`config.mk`:
```
export PLATFORM = sky130hd
export DESIGN_NAME = gray_stream_decoder
export DESIGN_NICKNAME = d
export VERILOG_FILES = /design/src/rtl/gray_stream_decoder.sv
export SDC_FILE = /design/constraint.sdc
export NUM_CORES = 1
export LEC_CHECK = 0
export CAP_MARGIN = 20
export CORE_AREA = 4 4 41 43
export DETAILED_ROUTE_END_ITERATION = 6
export DIE_AREA = 0 0 45 47
export PLACE_DENSITY = 0.57
export SETUP_SLACK_MARGIN = 0.3
export SYNTH_ARGS = -nofsm -noshare
export SYNTH_HDL_FRONTEND = slang
export SYNTH_SLANG_ARGS = --single-unit
```
`constraint.sdc`:
```
create_clock -name clk -period 1.1 [get_ports clk]
set_input_delay 0.22 -clock clk [delete_from_list [all_inputs] [get_ports clk]]
set_output_delay 0.22 -clock clk [all_outputs]
set_load 0.02 [all_outputs]
```
`src/rtl/gray_stream_decoder.sv`:
```
// Streaming Gray-to-binary decoder with valid/ready handshake and a registered result.
// Define GRAY_STEP_CHECK_EN to build the step-distance checker and the error counter.
module gray_stream_decoder #(
   parameter int WIDTH = 3
) (
   input  logic             clk,
   input  logic             rst_n,
   input  logic             in_valid,
   output logic             in_ready,
   input  logic [WIDTH-1:0] in_gray,
   input  logic             resync,
   output logic             out_valid,
   input  logic             out_ready,
   output logic [WIDTH-1:0] out_bin,
   output logic             out_step_err,
   output logic [7:0]       err_count
);

   logic             accept;
   logic [WIDTH-1:0] decoded;
   logic             out_valid_reg;
   logic [WIDTH-1:0] out_bin_reg;

   assign in_ready  = !out_valid_reg || out_ready;
   assign accept    = in_valid && in_ready;
   assign out_valid = out_valid_reg;
   assign out_bin   = out_bin_reg;

   // Each binary bit is the parity of all Gray bits at or above it.
   genvar gi;
   generate
      for (gi = 0; gi < WIDTH; gi++) begin : g_decode
         assign decoded[gi] = ^in_gray[WIDTH-1:gi];
      end
   endgenerate

   always_ff @(posedge clk or negedge rst_n) begin
      if (!rst_n) begin
         out_valid_reg <= 1'b0;
         out_bin_reg   <= '0;
      end else if (accept) begin
         out_valid_reg <= 1'b1;
         out_bin_reg   <= decoded;
      end else if (out_ready) begin
         out_valid_reg <= 1'b0;
      end
   end

`ifdef GRAY_STEP_CHECK_EN
   typedef enum logic {NOREF, TRACK} state_t;

   state_t           state_reg, state_next;
   logic [WIDTH-1:0] ref_reg;
   logic             step_err;
   logic             out_step_err_reg;
   logic [7:0]       err_count_reg;

   always_ff @(posedge clk or negedge rst_n) begin
      if (!rst_n) begin
         state_reg <= NOREF;
      end else begin
         state_reg <= state_next;
      end
   end

   // A resync coinciding with an accept makes that sample the fresh reference.
   always_comb begin
      state_next = state_reg;
      step_err   = 1'b0;
      if (accept) begin
         state_next = TRACK;
         if (state_reg == TRACK && !resync) begin
            step_err = ($countones(in_gray ^ ref_reg) != 1);
         end
      end else if (resync) begin
         state_next = NOREF;
      end
   end

   always_ff @(posedge clk or negedge rst_n) begin
      if (!rst_n) begin
         ref_reg          <= '0;
         out_step_err_reg <= 1'b0;
         err_count_reg    <= 8'd0;
      end else if (accept) begin
         ref_reg          <= in_gray;
         out_step_err_reg <= step_err;
         if (step_err && err_count_reg != 8'hFF) begin
            err_count_reg <= err_count_reg + 8'd1;
         end
      end
   end

   assign out_step_err = out_step_err_reg;
   assign err_count    = err_count_reg;
`else
   logic unused_resync;

   assign unused_resync = resync;
   assign out_step_err  = 1'b0;
   assign err_count     = 8'd0;
`endif

endmodule
```
==> flow_summary.yaml <==
status:
  status: "finished clean"
final_layout:
  finalNetCount: 46
  fillers: 141
  area.growth.synth_to_final_pct: 63.6
  finalNonFillerCells: 52
  drive_gt1_share_pct: 43.2
  largest_register_ffs: 3
  antennaDiodeCount: 0
  regArea_sq_um: 101
  multi_input_area_sq_um: 135
synth:
  synth_top_family_by_area: "buffers and inverters"
  synth_top_area_share_pct: 41.0
  synth_area_leaders: "dfrtp_1 41%, buf_4 28%, mux2_1 9.2%, xor2_1 7.2%, mux2_2 4.6%"
  synth_adder_area_share_pct: 0
  ys_ff_latch: 4
  synth-xor-area-share_pct: 7.18
  synth_area_per_cell_sq_um: 11.1
  yosysSeqAreaShare_pct: 41.0
  yosysTopAreaCell: "dfrtp_1"
  yosys.area_share.simple_pct: 8.72
  muxShareOfSynthArea_pct: 13.8
  yosys_warnings: 0
  synth_compound_area_share_pct: 0
  synth.cell_area_sq_um: 244
  syn_inst: 22
  synth_cell_types: 9
place:
  hpwl_um: 348
  port_buffers: 11
  place_inst: 48
  gp_congestion: 0.588
floorplanning:
  core_area_sq_mm: 0.00130
  start_util_pct: 18.8
  rows: 13
  die_area_sq_mm: 0.00212
  ios: 22
  die_y_um: 47
  die_width_um: 45
timing:
  rsz0062_at_grt: "yes"
  clock-skew-final_ns: 0.00761
  slew_viol_final: 0
  tns_ns: 0
  period_share_pct: 96.6
  timing.fmax_ghz: 0.941
  hold-worst-slack_ns: 0.174
  finalHoldViolCount: 0
  finalWorstPathRequiredPeriod_ns: 1.06
  setup_viol: 0
clock_network:
  cts_tree: "yes"
  clkTransAtPathRegs_ns: 0.04
  clk_latency_ns: 0.24
  root_buffer: "clkbuf_4"
  clock-sinks: 4
  cts_htree_levels: 1
  hold_buffers: 0
  clk_path_buf_depth: 2
  cts_made_buffers: 3
critical_path:
  reg2reg_depth: 4
  worstPathRequired_ns: 0.88
  end_kind: "primary output"
  worstSetupPathType: "reg -> out"
  startpoint_type: "flop"
  max_stage_delay_ns: 0.41
  crit_slowest_cell: "dfrtp_2"
  critPathTopFamily: "flip-flops"
  cp.depth: 2
  critPathMaxFanout: 2
  critPathBufInv: 1
  worst_ep_arrival_time_ns: 0.84
  path_cells: "nand2b_4 -> buf_6"
route:
  wl_per_cell_um: 8.42
  vias_per_cell: 3.17
  drc_errors: 0
  firstDrtPassIters: 2
  via_count: 165
  wirelength_um: 438
  initialDrtViolationCount: 1
  ant_nets: 0
job:
  cap_violations: 0
global_routing:
  grt_pass1_wl_um: 669
  track_usage_pct: 5.24
  grt_max_degree: 5
  overflow: 0
  antenna_found_initial: 0
  grt_pass1_vias: 179
power:
  power_density_mw_per_mm2: 1510
  ir_drop_v: 0.000520
  p_total_mw: 0.604
  p_leak_nw: 0.204
worst_hold_path:
  hp-class: "in -> async"
area by class of cell:
type                       count  area share (%)
tap                           15            4.70
multi-input combinational     17            33.9
clock buffer                   4            6.58
timing repair buffer          12            29.5
sequential                     4            25.4
routing by layer:
| metal | vias to the layer above | part of all wire (%) | global-route usage, % |
|---|---|---|---|
| li1 | 79 | - | - |
| met5 | - | 0 | 0 |
| met1 | 68 | 34 | 4.39 |
| met3 | 2 | 17 | 3.07 |
| met2 | 16 | 43 | 6.78 |
| met4 | 0 | 5.5 | 8.77 |
synthesized netlist by cell type (all sizes together):
cell and number:
mux2 3, nand2 1, dfrtp 4, nand2b 2, xor2 2, conb 1, buf 9
timing repair:
action / in CTS / in global routing
gates resized for setup: 34 / 0
pin swaps: 1 / 0
gates cloned: 0 / 0
endpoints found under the setup margin: 9 / 8
setup buffers: 0 / 0
kinds of logic after synthesis:
logic type,Yosys count
multiplexers,3
XOR/XNOR,2
buffers and inverters,9
flip-flops,4
AND/OR/NAND/NOR,3
other,1
worst reg2reg max path: cells and delay by family (launching register included):
| family | cells | cell delay (ns) |
|---|---|---|
| multiplexers | 1 | 0.29 |
| buffers and inverters | 1 | 0.10 |
| flip-flops | 1 | 0.41 |
| AND/OR/NAND/NOR | 2 | 0.13 |
report_power, final:
group	total (mW)	internal, mW	switching (mW)	leakage (nW)
clock network	0.206	0.137	0.0689	0.0150
registers	0.192	0.173	0.0189	0.0451
logic	0.207	0.107	0.0994	0.144
worst paths after layout:
path                                         from                      to  slack (ns)
max in group asynchronous                   rst_n   out_valid$_DFFE_PN0P_        0.75
min                                         rst_n  out_bin[0]$_DFFE_PN0P_        0.17
max                         out_valid$_DFFE_PN0P_                in_ready        0.04
min in group clk                       in_gray[2]  out_bin[2]$_DFFE_PN0P_        0.43
max reg2reg                 out_valid$_DFFE_PN0P_  out_bin[1]$_DFFE_PN0P_        0.04
min reg2reg                out_bin[2]$_DFFE_PN0P_  out_bin[2]$_DFFE_PN0P_        0.54
cells in the final DEF (no fill, tap or decap), drive strengths merged:
master / netlist / layout
buf: 9 / 6
clkdlybuf4s50: 0 / 3
mux2: 3 / 3
dlygate4sd2: 0 / 3
nand2b: 2 / 2
clkbuf: 0 / 4
dfrtp: 4 / 4
nand2: 1 / 1
conb: 1 / 9
xor2: 2 / 2
stage by stage:
stage | util, % | area [sq um] | worst slack, ns
after global routing | 30.7 | 399 | -0.000303
after global placement | 27.8 | 362 | -0.510
after CTS | 30.7 | 399 | 0.0205
after detailed placement | 27.8 | 362 | -0.513
after floorplan | - | 293 | 0.0413
final | 30.7 | 399 | 0.0375
(Power assumes the default switching activity.)
